$ cat src/rtl/softmax_pkg.sv
// Shared parameters and types for the softmax datapath packer/unpacker blocks.
package softmax_pkg;

    localparam int DATA_WIDTH   = 16;
    localparam int PACKET_NUM   = 8;
    localparam int PACKET_WIDTH = DATA_WIDTH * PACKET_NUM;
    localparam int IDX_WIDTH    = $clog2(PACKET_NUM);

    typedef enum logic [0:0] {
        IDLE  = 1'b0,
        DRAIN = 1'b1
    } state_t;

    // Select word idx of a packet; word 0 lives in the low bits.
    function automatic logic [DATA_WIDTH-1:0] word_sel(
        input logic [PACKET_WIDTH-1:0] pkt,
        input logic [IDX_WIDTH-1:0]    idx
    );
        return pkt[int'(idx) * DATA_WIDTH +: DATA_WIDTH];
    endfunction

endpackage

$ cat src/rtl/data_unpacker.sv
// Serializes 128-bit packets into 16-bit words behind a show-ahead FIFO read port,
// with a one-packet holding slot so consecutive packets stream without bubbles.
module data_unpacker
    import softmax_pkg::*;
(
    input  logic                    clk,
    input  logic                    rst,
    input  logic                    valid,
    input  logic [PACKET_WIDTH-1:0] data_in,
    output logic                    ready,
    output logic                    overflow,
    output logic [DATA_WIDTH-1:0]   tx_data,
    output logic                    tx_empty,
    input  logic                    tx_fifo_en
);

    state_t                  state_r,  state_s;
    logic [PACKET_WIDTH-1:0] active_r, active_s;
    logic [PACKET_WIDTH-1:0] pend_r,   pend_s;
    logic [IDX_WIDTH-1:0]    idx_r,    idx_s;
    logic                    pend_v_r, pend_v_s;
    logic                    pop_s, last_pop_s, accept_s;
    logic [DATA_WIDTH-1:0]   tx_data_s;

    logic                    ready_r;
    logic                    overflow_r;
    logic [DATA_WIDTH-1:0]   tx_data_r;
    logic                    tx_empty_r;

    // Next-state logic for the active/pending slots and the word index.
    always_comb begin
        state_s    = state_r;
        active_s   = active_r;
        pend_s     = pend_r;
        idx_s      = idx_r;
        pend_v_s   = pend_v_r;
        pop_s      = tx_fifo_en && (state_r == DRAIN);
        last_pop_s = pop_s && (idx_r == IDX_WIDTH'(PACKET_NUM - 1));
        accept_s   = valid && !pend_v_r;

        case (state_r)
            IDLE: begin
                if (accept_s) begin
                    active_s = data_in;
                    idx_s    = {IDX_WIDTH{1'b0}};
                    state_s  = DRAIN;
                end else begin
                    state_s  = IDLE;
                end
            end
            DRAIN: begin
                if (last_pop_s) begin
                    idx_s = {IDX_WIDTH{1'b0}};
                    // A held packet takes priority; a valid seen now is dropped by ready=0.
                    if (pend_v_r) begin
                        active_s = pend_r;
                        pend_v_s = 1'b0;
                    end else if (accept_s) begin
                        active_s = data_in;
                    end else begin
                        state_s  = IDLE;
                    end
                end else begin
                    if (pop_s) begin
                        idx_s = idx_r + IDX_WIDTH'(1);
                    end else begin
                        idx_s = idx_r;
                    end
                    if (accept_s) begin
                        pend_s   = data_in;
                        pend_v_s = 1'b1;
                    end else begin
                        pend_v_s = pend_v_r;
                    end
                end
            end
            default: begin
                state_s  = IDLE;
                idx_s    = {IDX_WIDTH{1'b0}};
                pend_v_s = 1'b0;
            end
        endcase

        if (state_s == DRAIN) begin
            tx_data_s = word_sel(active_s, idx_s);
        end else begin
            tx_data_s = {DATA_WIDTH{1'b0}};
        end
    end

    // State and output registers; outputs are derived from next state so they align with it.
    always_ff @(posedge clk) begin
        if (rst) begin
            state_r    <= IDLE;
            active_r   <= {PACKET_WIDTH{1'b0}};
            pend_r     <= {PACKET_WIDTH{1'b0}};
            idx_r      <= {IDX_WIDTH{1'b0}};
            pend_v_r   <= 1'b0;
            ready_r    <= 1'b1;
            overflow_r <= 1'b0;
            tx_data_r  <= {DATA_WIDTH{1'b0}};
            tx_empty_r <= 1'b1;
        end else begin
            state_r    <= state_s;
            active_r   <= active_s;
            pend_r     <= pend_s;
            idx_r      <= idx_s;
            pend_v_r   <= pend_v_s;
            ready_r    <= !pend_v_s;
            overflow_r <= valid && pend_v_r;
            tx_data_r  <= tx_data_s;
            tx_empty_r <= (state_s == IDLE);
        end
    end

    assign ready    = ready_r;
    assign overflow = overflow_r;
    assign tx_data  = tx_data_r;
    assign tx_empty = tx_empty_r;

endmodule

$ cat config.mk
export PLATFORM = sky130hd
export DESIGN_NAME = data_unpacker
export DESIGN_NICKNAME = d
export VERILOG_FILES = /design/src/rtl/softmax_pkg.sv /design/src/rtl/data_unpacker.sv
export SDC_FILE = /design/constraint.sdc
export NUM_CORES = 1
export LEC_CHECK = 0
export BUFFER_PORTS_ARGS = -buffer_cell sky130_fd_sc_hd__buf_2
export CORE_UTILIZATION = 40
export DETAILED_ROUTE_END_ITERATION = 16
export MAX_ROUTING_LAYER = met4
export PLACE_DENSITY = 0.65
export SYNTH_ARGS = -nofsm -noshare
export SYNTH_HDL_FRONTEND = slang
export SYNTH_SLANG_ARGS = --single-unit
$ cat constraint.sdc
create_clock -name clk -period 3.41 [get_ports clk]
set_input_delay 0.1705 -clock clk [delete_from_list [all_inputs] [get_ports clk]]
set_output_delay 0.1705 -clock clk [all_outputs]
set_load 0.01 [all_outputs]
# --- Word-level counts from Yosys, hierarchy flattened ---
# Index checks and enable logic that the tools add are counted.
totals:
  reg_bits: 280
  latchBits: 0
  ram_bits: 0
  romBits: 0
  input_bits: 132
  wordCells: 38
  memories: 0
classes:
  add_sub_neg: 1
  n_mul: 0
  n_div: 0
  n_lt_le_gt_ge: 0
  eq_ne: 1
  n_shift: 1
  n_mux: 15
  bitwise: 3
  reduce_logical: 8
op_table:
  columns: ["cell", "count"]
  rows:
  - ["$mux W128", 3]
  - ["$pmux W128 S2", 1]
  - ["$shiftx A128 B8 Y16", 1]
  - ["$mux W3", 3]
  - ["$mux W1", 6]
  - ["$pmux W3 S2", 1]
  - ["$logic_and A1 B1 Y1", 4]
  - ["$add A3 B1 Y3 const B", 1]
  - ["$eq A3 B3 Y1 const B", 1]
  - ["$not A1 Y1", 3]
  - ["$reduce_and A3 Y1", 1]
  - ["$logic_not A1 Y1", 2]
  - ["$pmux W1 S2", 1]
  - ["$reduce_or A2 Y1", 1]

# --- Longest topological paths before layout ---
logic_depth:
  word_depth: 8
  depth_mapped: 12

# --- Worst setup path before layout ---
# No wires, ideal clock.
synth_path:
  kind: "register to register"
  startpoint: "reg idx_r[0]"
  endpoint: "reg tx_data_r[15] (netlist: tx_data[15])"
  setup_ns: 0.058
  arrival_time_ns: 2.303
  required_ns: 3.352
  path_slack_ns: 1.049
  path_stages_with_launch: 11
  path_buffers: 2
  period_less_slack_ns: 2.361
  path_cell_list: "dfxtp_1 > ha_1 > ha_1 > nand2_1 > clkbuf_1 > buf_1 > nor3b_1 > o21ai_0 > o221ai_1 > a221oi_1 > o21a_1"
synth_via:
  elab_chain_cells: 6
  word_cells_on_any_way: 14
synth_rtl:
  columns: ["item", "line", "rtl"]
  rows:
  - ["from (decl)", "data_unpacker.sv:20", "logic [IDX_WIDTH-1:0] idx_r, idx_s;"]
  - ["from (signal assigned)", "data_unpacker.sv:97", "idx_r <= {IDX_WIDTH{1'b0}};"]
  - ["from (signal assigned)", "data_unpacker.sv:107", "idx_r <= idx_s;"]
  - ["parallel branches: the longest is 6 deep, another holds $add A3 B1 Y3", null, null]
  - ["to (signal assigned)", "data_unpacker.sv:101", "tx_data_r <= {DATA_WIDTH{1'b0}};"]
  - ["to (signal assigned)", "data_unpacker.sv:111", "tx_data_r <= tx_data_s;"]
  - ["to (decl)", "data_unpacker.sv:27", "logic [DATA_WIDTH-1:0] tx_data_r;"]
# Several ways; the timed one is not identified.
# A chain may end at the register's enable or synchronous reset.

# --- Worst setup path in the final report ---
layout_path:
  startpoint: "reg idx_r[0]"
  endpoint: "reg tx_data_r[11] (netlist: tx_data[11])"
# The elaborated chain is that of the path after synthesis.

==> metrics <==
status=finished clean; Synth area leaders=dfxtp_1 (39%), nand2_1 (11%), mux2i_1 (11%); fraction of registers with async set/reset=0; drt wl/cell=19.6 µm; row count=just under 70; Final Util=0.504; die footprint=~37000 µm²; share of layout cells above drive strength 1=0.134; post-route total power=0.00907 W; CP Capture Point=tx_data[11]$_SDFF_PP0_; Mean Syn Cell Area=just under 8 µm²; Final ANT Viol Nets=0; Top delay family on crit path=compound AO/OA/AOI/OAI gates; CTS tree=built; FF-to-FF End=tx_data[11]$_SDFF_PP0_; RSZ-0062 raised after global routing=no; # IOs=roughly 150; final setup vio count=0; register bit count reported by yosys=between 200 and 300; Slew Limit Fails=0; post-route clock period utilization=0.920; insertion delay of the later-clocked pin in the worst-skew pair=slightly below 0.6 ns; critical path class=reg -> reg; reg2reg start=idx_r[0]$_SDFF_PP0_; CTS Buffer Depth=3; largest net degree at the start of global routing=93; # DRC=0; max incr delay on CP=around 0.50 ns; nets=roughly 2100; global-route wire length before repair=75700 µm; buffers added on ports=150; drt first pass iters=6; routed vias/inst=around 5.8; final setup margin=0.273 ns; Yosys top cell by area=dfxtp_1; Pwr Density=507 nW/µm²; DRT Wirelength=48800 µm; post-layout min period=around 3.1 ns; die height=roughly 190 µm; Clock Skews=around 0.024 ns; CTS root buf=clkbuf_16; commonest non-fill, non-tap cell in the layout=nand2_1; Static Leak=a little over 7 nW; Yosys Warn Count=0; reg2reg path depth=8; MaxCap Viol Count=0; Hold Buf Count CTS=~130; Layout area overhead=24.5%; chip width=192 µm; worst hold path type=in -> reg; CP Launch Type=flip-flop; worst path required time=between 3 and 4 ns; GPL Wtd Cong=about 0.89; Post CTS Setup Buffer Count=0; Distinct cells, synth=44; Slowest-stage cell, CP=a311o_2; Mapped Cells=~1800; Register Area=5610 µm²; number of global-route vias before repair=~14000; CTS clk-pin slew, worst paths=0.06 ns; initial antenna violation count=0; critical-path maximum fanout=27; total track usage=0.268; DR vias=around 14000; Initial Utilization=0.405; net count after synthesis=just under 2000; ys flop type=dfxtp_1; area of the multi-input gates=~8000 µm²; core footprint=35500 µm²; crit path DAT=between 3 and 4 ns; post-cts sizing count=0; worst slew pin tran=between 1 and 1.5 ns; cell depth of the worst setup path=8; Setup crit start=idx_r[0]$_SDFF_PP0_; Synth top area share=0.390; sum of negative setup slack=0 ns; Post-Place Setup Slack=0.326 ns; ANT cells=0; Relative slew margins=0.322; EDFF count, synth=0; Sink Count=280; most frequent cells in the layout=nand2_1 (417), dfxtp_1 (278), a21oi_1 (154); total CTS buffers=31; Fmax=around 0.32 GHz; IR drop worst, VDD=between 0.5 and 0.6 mV; Post-Syn Area=about 14000 µm²; post-synthesis sequential area ratio=0.390; Worst Path Buf+Inv=1; Fillers=around 3400; Worst R2R Setup Slack=0.27 ns; H-tree depth=1; total grt overflow=0; DP HPWL=around 31000 µm; crit end category=flip-flop; Final Hold Fails=0; number of DRC markers in iteration 0=~1200; Cell Chain, Critical Path=ha_1, ha_1, nor3_1, a311o_2, buf_4, o21ai_0, nor3_1, o221a_2
==> area by class of cell <==
type | instances | share of cell area
Inverter | 3 | 0.000629
Clock buffer | 45 | 0.0519
Tap cell | 461 | 0.0322
Timing Repair Buffer | 323 | 0.141
Multi-Input combinational cell | 1366 | 0.450
Clock inverter | 13 | 0.00979
Sequential cell | 280 | 0.314
==> cell usage after synthesis, types with 7 or more instances <==
cell,count
nand2_1,418
nor3_1,8
o21a_1,21
nand3b_1,49
nand3_1,50
o2111ai_1,10
a21oi_1,154
a211oi_1,7
o22ai_1,20
clkbuf_1,131
o221ai_1,24
a32oi_1,10
dfxtp_1,280
nor2b_1,12
buf_1,11
o21ai_0,121
a221oi_1,77
mux2i_1,153
nor3b_1,61
a221o_1,7
buf_2,37
nor2_1,122
==> how the worst min path moves through the flow <==
stage	startpoint	endpoint	slack, ns	depth (start not counted)
2_1_floorplan	valid	overflow$_SDFF_PP0_	0.29	2
3_3_place_gp	data_in[103]	pend_r[103]$_SDFFE_PP0P_	0.43	3
3_5_place_dp	data_in[111]	pend_r[111]$_SDFFE_PP0P_	0.43	3
4_1_cts	rst	active_r[0]$_SDFF_PP0_	0.10	2
5_1_grt	rst	active_r[0]$_SDFF_PP0_	0.12	2
6_report	rst	active_r[0]$_SDFF_PP0_	0.09	2
==> cell families after synthesis <==
group,after synthesis,synth area share
buf+inv,189,0.0547
flops,280,0.390
simple gates,730,0.228
mux,160,0.113
compound gates,474,0.212
fa+ha+maj,2,0.00174
==> metrics by stage <==
| step | instance area [µm²] | std cells | hold slack (ns) |
|---|---|---|---|
| global placement | 15500 | 2304 | 0.426 |
| finish | 17900 | 2491 | 0.0901 |
| floorplan | 14400 | 1835 | 0.293 |
| CTS | 17900 | 2491 | 0.100 |
| global route | 17900 | 2491 | 0.122 |
| detailed placement | 15500 | 2304 | 0.432 |
==> routing by layer <==
layer / wire length (µm) / global-route usage / vias up
met3: 3420 / 0.0351 / 86
met1: 20800 / 0.347 / 6923
met4: 1410 / 0.0791 / 0
met2: 23200 / 0.434 / 544
li1: - / - / 6847
met5: 0 / - / -
==> report_power, final <==
part           internal [W]  switching (W)  total [W]
combinational      0.000744        0.00107    0.00182
sequential          0.00351       0.000145    0.00366
clock               0.00218        0.00141    0.00359
==> registers in the layout (all words and copies together), names as in the netlist <==
signal,flops
tx_empty,1
active_r,128
state_r,1
pend_r,128
pend_v_r,1
idx_r,3
overflow,1
ready,1
tx_data,16
(Power assumes the default switching activity.)
